===== config.mk =====
export PLATFORM = sky130hd
export DESIGN_NAME = mem_arbiter
export DESIGN_NICKNAME = d
export VERILOG_FILES = /design/src/rtl/mem_arbiter.sv
export SDC_FILE = /design/constraint.sdc
export NUM_CORES = 1
export LEC_CHECK = 0
export CORE_AREA = 10 10 117 119
export CTS_CLUSTER_DIAMETER = 30
export DETAILED_ROUTE_END_ITERATION = 10
export DIE_AREA = 0 0 127 129
export GPL_ROUTABILITY_DRIVEN = 0
export PLACE_DENSITY = 0.82
export SLEW_MARGIN = 5
export SYNTH_ARGS = -nofsm -noshare
export SYNTH_HDL_FRONTEND = slang
export SYNTH_SLANG_ARGS = --single-unit

===== constraint.sdc =====
create_clock -name clk -period 2.6 [get_ports clk]
set_input_delay 0.39 -clock clk [delete_from_list [all_inputs] [get_ports clk]]
set_output_delay 0.39 -clock clk [all_outputs]
set_load 0.01 [all_outputs]

===== src/rtl/mem_arbiter.sv =====
// Two-requester arbiter for a single-port synchronous memory: D has priority,
// a streak guard bounds I starvation, and read responses return tagged one cycle later.
module mem_arbiter #(
  parameter int AW           = 16,
  parameter int DW           = 32,
  parameter int MAX_D_STREAK = 4
) (
  input  logic          clk,
  input  logic          rst,
  input  logic          i_req,
  input  logic [AW-1:0] i_addr,
  output logic          i_gnt,
  output logic          i_rvalid,
  output logic [DW-1:0] i_rdata,
  input  logic          d_req,
  input  logic          d_we,
  input  logic [AW-1:0] d_addr,
  input  logic [DW-1:0] d_wdata,
  output logic          d_gnt,
  output logic          d_rvalid,
  output logic [DW-1:0] d_rdata,
  output logic          m_wen,
  output logic [AW-1:0] m_addr,
  output logic [DW-1:0] m_wdata,
  input  logic [DW-1:0] m_rdata
);

  localparam int SW = (MAX_D_STREAK > 0) ? $clog2(MAX_D_STREAK + 1) : 1;
  localparam logic [SW-1:0] STREAK_MAX = SW'(MAX_D_STREAK);

  logic [SW-1:0] streak_q, streak_d;
  logic          rv_q, rv_d;
  logic          tag_q, tag_d;       // 1 = response belongs to D
  logic [AW-1:0] addr_q, addr_d;
  logic [DW-1:0] wdata_q, wdata_d;
  logic [DW-1:0] ihold_q, ihold_d;
  logic [DW-1:0] dhold_q, dhold_d;
  logic          guard_trip;

  // Grant and memory drive; requests are ignored while the memory image loads
  always_comb begin
    guard_trip = (MAX_D_STREAK != 0) && (streak_q == STREAK_MAX) && i_req;
    i_gnt      = 1'b0;
    d_gnt      = 1'b0;
    if (!rst) begin
      if (d_req && !guard_trip) d_gnt = 1'b1;
      else if (i_req)           i_gnt = 1'b1;
      else if (d_req)           d_gnt = 1'b1;
    end
    m_addr  = addr_q;
    m_wdata = wdata_q;
    m_wen   = 1'b0;
    if (d_gnt) begin
      m_addr  = d_addr;
      m_wdata = d_wdata;
      m_wen   = d_we;
    end else if (i_gnt) begin
      m_addr = i_addr;
    end
    addr_d  = m_addr;
    wdata_d = m_wdata;
  end

  // Response steering: rvalid is suppressed during reset so a pending read is dropped
  always_comb begin
    i_rvalid = rv_q & ~tag_q & ~rst;
    d_rvalid = rv_q &  tag_q & ~rst;
    i_rdata  = i_rvalid ? m_rdata : ihold_q;
    d_rdata  = d_rvalid ? m_rdata : dhold_q;
    ihold_d  = i_rdata;
    dhold_d  = d_rdata;
    rv_d     = i_gnt | (d_gnt & ~d_we);
    tag_d    = d_gnt;
  end

  always_comb begin
    streak_d = streak_q;
    if (i_gnt || !i_req)                       streak_d = '0;
    else if (d_gnt && streak_q != STREAK_MAX)  streak_d = streak_q + SW'(1);
  end

  always_ff @(posedge clk) begin
    if (rst) begin
      streak_q <= '0;
      rv_q     <= 1'b0;
      tag_q    <= 1'b0;
      addr_q   <= '0;
      wdata_q  <= '0;
      ihold_q  <= '0;
      dhold_q  <= '0;
    end else begin
      streak_q <= streak_d;
      rv_q     <= rv_d;
      tag_q    <= tag_d;
      addr_q   <= addr_d;
      wdata_q  <= wdata_d;
      ihold_q  <= ihold_d;
      dhold_q  <= dhold_d;
    end
  end

endmodule


Word-level counts from Yosys, hierarchy flattened. Cells that the tools add are included.

Flip-flop bits (word level): 117. Input port bits: 101. Logic and storage cells: 39.

Add/subtract/negate cells: 1. Equal/unequal tests: 2. Muxes and demuxes: 13. Bitwise gates (word level): 9. Reductions and logical operators: 7.

Operators by type and width (count): $mux 32 (3); $mux 16 (2); $mux 1 (8); $and 1x1->1 (5); $add 3x1->3 const B (1); $eq 3x3->1 const B (1); $logic_and 1x1->1 (3); $ne 3x3->1 const B (1); $not 1->1 (3); $logic_not 1->1 (2); $reduce_or 2->1 (1); $logic_or 1x1->1 (1); $or 1x1->1 (1).

Depth between registers and ports, before layout. Gate-level depths: netlist of run 1.

Depth in word-level cells: 8. Mapped depth: 7.

Least setup slack after synthesis of run 1. No wires, ideal clock.

Path type: register -> output. Start: register streak_q[0]. End: output port m_addr[10]. Data arrival time: 1.451 ns. Data required time: 2.210 ns. Setup slack: 0.759 ns. Stages on the path, launching flop included: 8. Buffers on the path: 2. Cell sequence: dfxtp_1 inv_1 ha_1 a21bo_2 buf_2 buf_2 a32oi_1 nand2_1.

Cells in the longest elaborated chain, start to end: 8. Elaborated cells between the ends (all ways): 10.

Ends and longest elaborated chain: start, declared (RTL line 31) `logic [SW-1:0] streak_q, streak_d;`; start signal, assigned (RTL line 92) `streak_q <= streak_d;`; $eq 3x3->1 (*) (RTL line 42) `guard_trip = (MAX_D_STREAK != 0) && (streak_q == STREAK_MAX) && i_req;`; $logic_and 1x1->1 (*) (RTL line 42); $logic_not 1->1 (*) (RTL line 46) `if (d_req && !guard_trip) d_gnt = 1'b1;`; $logic_and 1x1->1 (*) (RTL line 46); $mux 1 (RTL line 46); $mux 1 (RTL line 45) `if (!rst) begin`; $mux 16 (RTL line 57) `end else if (i_gnt) begin`; $mux 16 (*) (RTL line 53) `if (d_gnt) begin`; end, declared (RTL line 23) `output logic [AW-1:0] m_addr,`.

Mark *: on every way between the ends. The rest lies on a longest branch, timed or not.

Worst setup path after layout of run 1.
Start: register tag_q. End: output port i_rdata[27].

Cells in the longest elaborated chain, start to end: 4.

Ends and longest elaborated chain: start, declared (RTL line 33) `logic tag_q, tag_d;`; start signal, assigned (RTL line 94) `tag_q <= tag_d;`; $not 1->1 (RTL line 66) `i_rvalid = rv_q & ~tag_q & ~rst;`; $and 1x1->1 (2 in series) (RTL line 66); $mux 32 (RTL line 68) `i_rdata = i_rvalid ? m_rdata : ihold_q;`; end, declared (RTL line 14) `output logic [DW-1:0] i_rdata,`.

No other way between the ends.

==> summary.txt, run 1 <==
Status
  – Status: finished clean

Synth
  – Sequential area share after synthesis: 0.4713
  – Syn nets: 609
  – Synth unique cells: 31
  – Mapped Area: between 4000 and 5000 um^2
  – Top-area cell type share of the netlist area: 0.4713
  – Seq cells post-synth: 117
  – Dominant cells by area after synthesis: dfxtp_1, mux2_4, nand3_1, a21oi_1, nor2b_1
  – Synth Area per Inst: about 10 um^2
  – Post-synth top area cell: dfxtp_1
  – Synth warnings: 0
  – Mapped Cells: 506

Power
  – Sw Ratio: 0.2257
  – Int Pwr: 3891 uW
  – Leakage: 0.004056 uW
  – Combinational Power Share: 0.151
  – Peak VDD IR: 0.3305 mV
  – Pwr dens: 597.1 nW/um^2
  – Clk pwr share: 0.476
  – Sequential Power Share: 0.374
  – NetSw: 1134 uW

Worst setup path
  – Critical R2R Launch: tag_q
  – Setup crit start: tag_q
  – Setup CP Type: reg -> out
  – CP arrival: 2.16 ns
  – R2r endpoint: ihold_q[0]
  – Worst Setup Start Kind: flip-flop
  – FF-to-FF path depth: 5
  – R2R setup slack: 1.03 ns
  – Setup crit end kind: primary output
  – CP Capture Point: i_rdata[27]
  – Critical path peak fanout: 16
  – Required @ worst endpoint: between 2 and 2.5 ns

Cells and area
  – Multi-input gate area: between 2000 and 3000 um^2
  – Fin area: 8417 um^2
  – Register area: 2344 um^2
  – Nets: 853
  – N_diodes: 0
  – # fillers: 760
  – Core Util, Final: 0.7435
  – Share of cells above drive strength 1: 0.1916
  – Commonest non-fill, non-tap cell in the layout: clkdlybuf4s50_1
  – Most frequent cells in the layout: clkdlybuf4s50_1, dfxtp_1, nand2_1, nand3_1, a21oi_1
  – Synth-to-Final Area Change: 69.36%

STA
  – Final worst slack: between 0.04 and 0.05 ns
  – Worst slew pin tran: 0.7493 ns
  – Skew final: 0.007095 ns
  – Final worst path period share: 0.9814
  – Worst slew margin: 0.5005
  – Final hold violations: 0
  – Min cycle time layout: 2.552 ns
  – Final setup viols: 0
  – Fin. max-slew vios: 0
  – Hold WS: 0.4648 ns
  – Fmax: 391.9 MHz

Route
  – Top routing layer in use: met4
  – DRC viols: 0
  – Post-DRT Antenna Nets: 0
  – TritonRoute pass-1 iters: 4
  – Met2 WL: 8.287 mm
  – WL/cell: approximately 19 um
  – Total routed wirelength: 17.27 mm
  – Vias: 4761
  – M1 wire length: 6.594 mm
  – Met3 WL: 2.053 mm
  – Vias per cell: approximately 5.3
  – Starting DRT DRC Count: 227

Die
  – DIE WIDTH: 127 um
  – Die area: 16380 um^2
  – I/O pin total: 218
  – Initial Utilization: 0.4390
  – Num rows: 39
  – Chip height: 129 um
  – Core Region: around 11000 um^2

Placement
  – Post-placement cell area: roughly 7500 um^2
  – HPWL Detailed: 11.70 mm
  – # port buffers: 217
  – Pre-CTS setup slack: 0.02294 ns

Global routing
  – First-pass GRT wire length: 26.08 mm
  – Initial antenna violation count: 0
  – Pin count of the biggest net entering global routing: 77
  – All-Layer GR Usage: 0.1947
  – Number of global-route vias before repair: around 5100
  – Grt total ovfl: 0

Hold path
  – HP Class: in -> reg

Clock network
  – CTS clk-pin slew, worst paths: 0.05 ns
  – Clk sinks: 117
  – Num CTS Buffers: 17
  – Clk Latency, worst-skew pair: 0.40 ns
  – Hold_buf cts: 0
  – CTS tree: yes
  – Bufs on Longest Clock Path: 2
  – Clock root cell: clkbuf_16
  – H-tree depth: 4

Job
  – Number of max-cap violations: 0
[final cells by class]
class                   count  area share
repair buffers            266      0.3233
clock buffers              22     0.05753
inverters                   4    0.001784
well taps                 143     0.02126
clock inverters             9     0.01487
flip-flops and latches    117      0.2784
multi-input cells         344      0.3028
[flip-flops by register name, indices dropped and copies added (netlist names)]
| register | count |
|---|---|
| addr_q | 16 |
| dhold_q | 32 |
| ihold_q | 32 |
| rv_q | 1 |
| streak_q | 3 |
| tag_q | 1 |
| wdata_q | 32 |
[worst min path at each step]
stage	endpoint	start	cells after the start	slack [ns]
after floorplan	streak_q[0]	streak_q[0]	1	0.42
after global placement	streak_q[0]	streak_q[0]	1	0.44
after detailed placement	streak_q[0]	streak_q[0]	1	0.45
after CTS	addr_q[12]	rst	3	0.45
after global routing	dhold_q[24]	rst	3	0.48
final	dhold_q[24]	rst	3	0.46
[layer usage]
metal,vias to the layer above,GRT usage
li1,2250,-
met1,2242,0.2068
met2,237,0.3241
met3,32,0.1010
met4,0,0.07301
met5,-,0
[synth_stat cells, drive strengths merged]
master,number
and2,1
a21o,1
nor3,1
nand2,50
and2b,29
a21bo,1
nor2,4
mux2,64
nor2b,37
a32oi,16
clkbuf,24
dfxtp,117
nor3b,2
o21ai,32
and4,1
nand3,49
nand3b,1
a21oi,48
o21bai,1
mux2i,1
and3,1
buf,18
nand2b,1
inv,4
ha,2
[power groups by stage]
stage | clock, uW | combinational, uW | sequential, uW
2_1_floorplan | 0 | 296 | 1910
3_5_place_dp | 0 | 734 | 1910
3_3_place_gp | 0 | 719 | 1910
5_1_grt | 2500 | 810 | 1880
6_report | 2390 | 757 | 1880
4_1_cts | 2430 | 735 | 1880
[worst max-delay path, cell delays in order, from the launching register on]
cell             delay, ns
dfxtp_1               0.35
nor3b_4               0.21
buf_4                 0.17
clkbuf_16             0.21
mux2_4                0.32
clkdlybuf4s50_1       0.49
[metrics by stage]
| step | power, uW | TNS (ns) | std cells |
|---|---|---|---|
| 3_5_place_dp | 2646 | 0 | 860 |
| 5_1_grt | 5192 | -0.2234 | 905 |
| 4_1_cts | 5037 | -0.01456 | 893 |
| 3_3_place_gp | 2628 | 0 | 860 |
| 2_1_floorplan | 2202 | 0 | 506 |
| 6_report | 5025 | 0 | 905 |
[logic make-up after synthesis]
group | synth area share
multiplexers | 0.1689
adder cells (fa/ha/maj) | 0.005034
AND/OR/NAND/NOR | 0.1964
flip-flops | 0.4713
AO/OA/AOI/OAI | 0.1138
buffers and inverters | 0.04456
[timing repair]
item,in CTS,in global routing
gates resized for setup,58,37
setup buffers,0,9
pin swaps,1,3
endpoints found under the setup margin,52,37
cloned,2,3
Power figures use the tool's default switching activity.
==> run 2: changes to the inputs <==
--- a/config.mk
+++ b/config.mk
@@ -5,12 +5,13 @@
 export SDC_FILE = /design/constraint.sdc
 export NUM_CORES = 1
 export LEC_CHECK = 0
-export CORE_AREA = 10 10 117 119
+export CORE_AREA = 2 2 109 111
 export CTS_CLUSTER_DIAMETER = 30
 export DETAILED_ROUTE_END_ITERATION = 10
-export DIE_AREA = 0 0 127 129
+export DIE_AREA = 0 0 111 113
+export DONT_BUFFER_PORTS = 1
 export GPL_ROUTABILITY_DRIVEN = 0
-export PLACE_DENSITY = 0.82
+export PLACE_DENSITY = 0.57
 export SLEW_MARGIN = 5
 export SYNTH_ARGS = -nofsm -noshare
 export SYNTH_HDL_FRONTEND = slang
==> run 2 against run 1 <==
Effect of this change: combinational power down 58%; routed wire length down 36%; sequential power barely moved; critical path type unchanged; clock power is essentially flat; critical path depth increased by 1; count of clock-buffer cells in the layout is 2 higher; register-to-register slack got worse by 0.11 ns; sequential share of layout area grew 14 points; hold slack got worse by 0.40 ns; via count down 26%; final area shrank 33%.
==> summary.txt, run 2 (synthesis results as in run 1) <==
Status
  – Status: finished clean

Hold path
  – HP Class: in -> reg

STA
  – Hold WS: 0.06424 ns (-0.4005 ns)
  – Final setup viols: 0 (unchanged)
  – Final hold violations: 0 (unchanged)
  – Final TNS setup: 0 ns (unchanged)
  – Fin. max-slew vios: 0 (unchanged)
  – Worst slew pin tran: 1.107 ns (+0.3582 ns)
  – Final worst path period share: 0.8997 (-0.08180)
  – Fmax: 427.5 MHz (+9.1%)
  – Skew final: 0.005069 ns (-0.002026 ns)
  – Worst slew margin: 0.2602 (-0.2403)
  – Min cycle time layout: 2.339 ns (-0.2127 ns)
  – RSZ-0062 raised after global routing: no
  – Final worst slack: 0.2609 ns (+0.2127 ns)

Global routing
  – Initial antenna violation count: 0 (unchanged)
  – Number of global-route vias before repair: 3494 (-31%)
  – Pin count of the biggest net entering global routing: 119 (+55%)
  – First-pass GRT wire length: 17.92 mm (-31%)
  – Grt total ovfl: 0 (unchanged)
  – All-Layer GR Usage: 0.1785 (-0.01612)

Route
  – Post-DRT Antenna Nets: 0 (unchanged)
  – Starting DRT DRC Count: 202 (-11%)
  – Vias per cell: 5.496 (+4.5%)
  – DRC viols: 0 (unchanged)
  – TritonRoute pass-1 iters: 4 (unchanged)
  – Vias: 3545 (-26%)
  – WL/cell: 17.13 um (-10%)
  – Total routed wirelength: 11.05 mm (-36%)

Worst setup path
  – Required @ worst endpoint: 2.21 ns (about the same)
  – CP arrival: 1.95 ns (-0.21 ns)
  – Setup crit end kind: primary output
  – Worst Setup Start Kind: flip-flop
  – Critical path peak fanout: 33 (+17)
  – Setup CP Type: reg -> out

Clock network
  – Clk sinks: 117 (unchanged)
  – CTS tree: yes
  – Number of gates resized after CTS: 0 (-100%)
  – Hold_buf cts: 0 (unchanged)
  – # Post-CTS Setup Buffers: 0 (unchanged)
  – Clk Latency, worst-skew pair: 0.40 ns (about the same)
  – H-tree depth: 4 (unchanged)
  – Num CTS Buffers: 17 (unchanged)
  – Clock root cell: clkbuf_16
  – Bufs on Longest Clock Path: 2 (unchanged)
  – CTS clk-pin slew, worst paths: 0.05 ns (about the same)

Die
  – Core Region: 11270 um^2 (-0.43%)
  – Num rows: 39 (unchanged)
  – Initial Utilization: 0.4409 (+0.001900)
  – I/O pin total: 218 (unchanged)
  – Chip height: 113 um (-12%)
  – DIE WIDTH: 111 um (-13%)
  – Die area: 12540 um^2 (-23%)

Cells and area
  – Most frequent cells in the layout: dfxtp_1, nand2_1, nand3_1, a21oi_1, nor2b_1
  – Commonest non-fill, non-tap cell in the layout: dfxtp_1
  – Largest regs: dhold_q: 32 flops, ihold_q: 32 flops, wdata_q: 32 flops
  – Synth-to-Final Area Change: 13.87%
  – N_diodes: 0 (unchanged)
  – Share of cells above drive strength 1: 0.1733 (-0.01829)
  – Fin area: 5659 um^2 (-33%)
  – Nets: 592 (-31%)
  – Core Util, Final: 0.5021 (-0.2414)

Power
  – Pwr dens: 810.5 nW/um^2 (+36%)
  – Peak VDD IR: 0.5634 mV (+70%)
  – Leakage: 0.002548 uW (-37%)

Job
  – Number of max-cap violations: 0 (unchanged)

Placement
  – # port buffers: 0 (-100%)
  – Pre-CTS setup slack: 0.5841 ns (+0.5612 ns)
  – HPWL Detailed: 7.319 mm (-37%)
  – Post-placement cell area: 5037 um^2 (-33%)
## run 2: changes by cell type in the layout (fill, tap and decap cells not counted), sizes merged
cell	before	now
clkinv	4	3
buf	47	6
dlymetal6s2s	24	0
a21bo	2	1
clkbuf	25	24
dlygate4sd2	22	0
clkdlybuf4s50	170	0
## run 2: final timing paths
path / start / endpoint / slack [ns] / cells past startpoint
setup / recovery: streak_q[0] / m_wdata[13] / 0.26 / 6
hold reg to reg: streak_q[0] / streak_q[0] / 0.48 / 1
hold / removal: rst / wdata_q[14] / 0.06 / 1
setup reg to reg: tag_q / dhold_q[29] / 0.92 / 3
## run 2: critical path, stage by stage (launching register included)
cell	delay (ns)
dfxtp_1	0.37
inv_1	0.06
ha_1	0.25
and3_1	0.21
buf_4	0.23
o21ai_0	0.27
nand2_1	0.15
## run 2: cell type report
| cell class | instances | area [um^2] |
|---|---|---|
| Clock buffer | 24 | 501.7 |
| Clock inverter | 8 | 120.1 |
| Fill cell | 1027 | 5613 |
| Inverter | 4 | 15.01 |
| Multi-Input combinational cell | 343 | 2419 |
| Sequential cell | 117 | 2342 |
| Tap cell | 143 | 178.9 |
| Timing Repair Buffer | 6 | 82.58 |
## run 2: metal layers
layer	global-route usage	wire length [um]	up-vias
li1	-	-	1719
met4	0.07333	157	0
met1	0.2022	4453	1631
met2	0.2822	5162	181
met5	0	0	-
met3	0.09695	1273	14
## run 2: through the flow
stage               power (uW)  instances
floorplan                 2202        506
global placement          2227        613
detailed placement        2232        613
CTS                       4656        645
global route              4765        645
finish                    4587        645
## run 2: where the power goes
group	total, uW	switching, uW	internal (uW)
clock network	2400	768	1630
registers	1870	16.5	1860
logic	317	192	125
total	4590	976	3610
==> run 3: changes to the inputs <==
--- a/config.mk
+++ b/config.mk
@@ -11,6 +11,7 @@
 export DIE_AREA = 0 0 111 113
 export DONT_BUFFER_PORTS = 1
 export GPL_ROUTABILITY_DRIVEN = 0
+export MAX_ROUTING_LAYER = met4
 export PLACE_DENSITY = 0.57
 export SLEW_MARGIN = 5
 export SYNTH_ARGS = -nofsm -noshare
==> run 3 against run 2 <==
Effect of this change: non-clock buffer count unchanged; cell count unchanged; register-to-register slack about the same; hold slack is essentially flat; clock skew barely moved; die area did not move; largest cell class unchanged; combinational power barely moved; largest power group unchanged.
==> summary.txt, run 3 (synthesis results as in run 1) <==
Hold path
  – Min-delay src: rst
  – HP Class: in -> reg
  – Hold Path Depth: 1 (unchanged)

Die
  – I/O pin total: 218 (unchanged)
  – Die area: 12540 um^2 (unchanged)
  – DIE WIDTH: 111 um (unchanged)
  – Chip height: 113 um (unchanged)
  – Num rows: 39 (unchanged)
  – Core Region: 11270 um^2 (unchanged)
  – Initial Utilization: 0.4409 (unchanged)

Cells and area
  – N_diodes: 0 (unchanged)
  – Largest regs: dhold_q: 32 flops, ihold_q: 32 flops, wdata_q: 32 flops
  – Core Util, Final: 0.5021 (unchanged)
  – Fin area: 5659 um^2 (unchanged)
  – Synth-to-Final Area Change: 13.87% (unchanged)
  – Finished Layout Cells: 645 (unchanged)
  – Commonest non-fill, non-tap cell in the layout: dfxtp_1
  – Share of cells above drive strength 1: 0.1733 (unchanged)
  – Most frequent cells in the layout: dfxtp_1, nand2_1, nand3_1, a21oi_1, nor2b_1
  – # fillers: 1027 (unchanged)
  – Nets: 592 (unchanged)

Global routing
  – Number of global-route vias before repair: 3489 (-0.14%)
  – All-Layer GR Usage: 0.1847 (+0.006184)
  – Grt total ovfl: 0 (unchanged)
  – First-pass GRT wire length: 17.93 mm (about the same)
  – Pin count of the biggest net entering global routing: 119 (unchanged)
  – Initial antenna violation count: 0 (unchanged)

Worst setup path
  – Crit path cell chain: inv_1, ha_1, and3_1, buf_4, o21ai_0, nand2_1
  – FF-to-FF path depth: 3 (unchanged)
  – Critical R2R Launch: tag_q
  – Crit-path leading delay family: flip-flops
  – Critical path peak fanout: 33 (unchanged)
  – Worst Setup Start Kind: flip-flop
  – Critical path's slowest cell: dfxtp_1
  – Setup CP Type: reg -> out
  – CP peak stage delay: 0.37 ns (about the same)
  – Buf+Inv Stages, Crit Path: 2 (unchanged)
  – Setup crit end kind: primary output
  – Setup crit start: streak_q[0]
  – CP Depth: 6 (unchanged)
  – CP arrival: 1.97 ns (+0.02 ns)
  – Required @ worst endpoint: 2.21 ns (about the same)

Route
  – Total routed wirelength: 11.07 mm (+0.18%)
  – Vias: 3540 (-0.14%)
  – Post-DRT Antenna Nets: 0 (unchanged)
  – Vias per cell: 5.488 (-0.14%)
  – TritonRoute pass-1 iters: 4 (unchanged)
  – WL/cell: 17.16 um (+0.18%)
  – Starting DRT DRC Count: 207 (+2.5%)
  – DRC viols: 0 (unchanged)

Power
  – Sequential Power Share: 0.408 (about the same)
  – NetSw: 983.6 uW (+0.76%)
  – Pwr dens: 811.7 nW/um^2 (+0.15%)
  – Peak VDD IR: 0.5630 mV (about the same)
  – Combinational Power Share: 0.069 (about the same)
  – Sw Ratio: 0.2141 (+0.001298)
  – PnR Total Power: 4594 uW (+0.15%)
  – Clk pwr share: 0.523 (about the same)
  – Int Pwr: 3610 uW (about the same)
  – Leakage: 0.002548 uW (unchanged)

Clock network
  – CTS clk-pin slew, worst paths: 0.05 ns (about the same)
  – Clock root cell: clkbuf_16
  – Num CTS Buffers: 17 (unchanged)
  – Clk Latency, worst-skew pair: 0.41 ns (about the same)
  – CTS tree: yes
  – Hold_buf cts: 0 (unchanged)
  – Bufs on Longest Clock Path: 2 (unchanged)
  – Number of gates resized after CTS: 0 (unchanged)
  – # Post-CTS Setup Buffers: 0 (unchanged)
  – Clk sinks: 117 (unchanged)
  – H-tree depth: 4 (unchanged)

STA
  – Final worst path period share: 0.9067 (+0.007042)
  – RSZ-0062 raised after global routing: no
  – Fin. max-slew vios: 0 (unchanged)
  – Final setup viols: 0 (unchanged)
  – Worst slew margin: 0.2548 (-0.005401)
  – Min cycle time layout: 2.357 ns (+0.01831 ns)
  – Worst slew pin tran: 1.116 ns (+0.008086 ns)
  – Final TNS setup: 0 ns (unchanged)
  – Final hold violations: 0 (unchanged)
  – Skew final: 0.005043 ns (-0.00002595 ns)
  – Fmax: 424.2 MHz (-0.78%)

Placement
  – # port buffers: 0 (unchanged)
  – Post-placement cell area: 5037 um^2 (unchanged)
  – HPWL Detailed: 7.319 mm (unchanged)
  – Dpl cells: 613 (unchanged)

Job
  – Number of max-cap violations: 0 (unchanged)

Status
  – Status: finished clean
## run 3: cell counts in the layout (fill, tap and decap cells not counted)
Identical to the previous run, type by type.
## run 3: power by group through the flow
stage	logic (uW)	clock network, uW	registers (uW)
final	317	2400	1870
after global routing	350	2540	1880
after CTS	322	2460	1870
after detailed placement	321	0	1910
after global placement	317	0	1910
after floorplan	296	0	1910
## run 3: worst paths after layout
check / slack, ns / endpoint
worst max-delay path: 0.24 / m_wdata[10]
worst min-delay path: 0.06 / wdata_q[18]
worst max register to register: 0.91 / dhold_q[29]
worst min register to register: 0.48 / streak_q[0]
## run 3: through the flow
step,setup slack [ns],hold slack (ns)
6_report,0.2426,0.06425
5_1_grt,0.06153,0.02812
4_1_cts,0.2116,0.03143
3_5_place_dp,0.5841,0.4649
3_3_place_gp,0.6598,0.4351
2_1_floorplan,0.7587,0.4247
## run 3: layout make-up
class	count	area [um^2]	share of cell area
clock buffers	24	501.7	0.08866
repair buffers	6	82.58	0.01459
clock inverters	8	120.1	0.02122
multi-input cells	343	2419	0.4274
inverters	4	15.01	0.002653
well taps	143	178.9	0.03162
flip-flops and latches	117	2342	0.4139
## run 3: layer usage
layer | vias up | share of wire | global-route usage
met4 | 0 | 0.016 | 0.07833
met2 | 162 | 0.46 | 0.2818
met3 | 16 | 0.11 | 0.08891
li1 | 1718 | - | -
met1 | 1644 | 0.41 | 0.2079
met5 | - | 0 | -
## run 3: worst reg2reg max path: cells and delay by family, from the launching register on
family | cells | cell delay (ns)
simple gates | 2 | 0.59
mux | 1 | 0.59
flops | 1 | 0.41
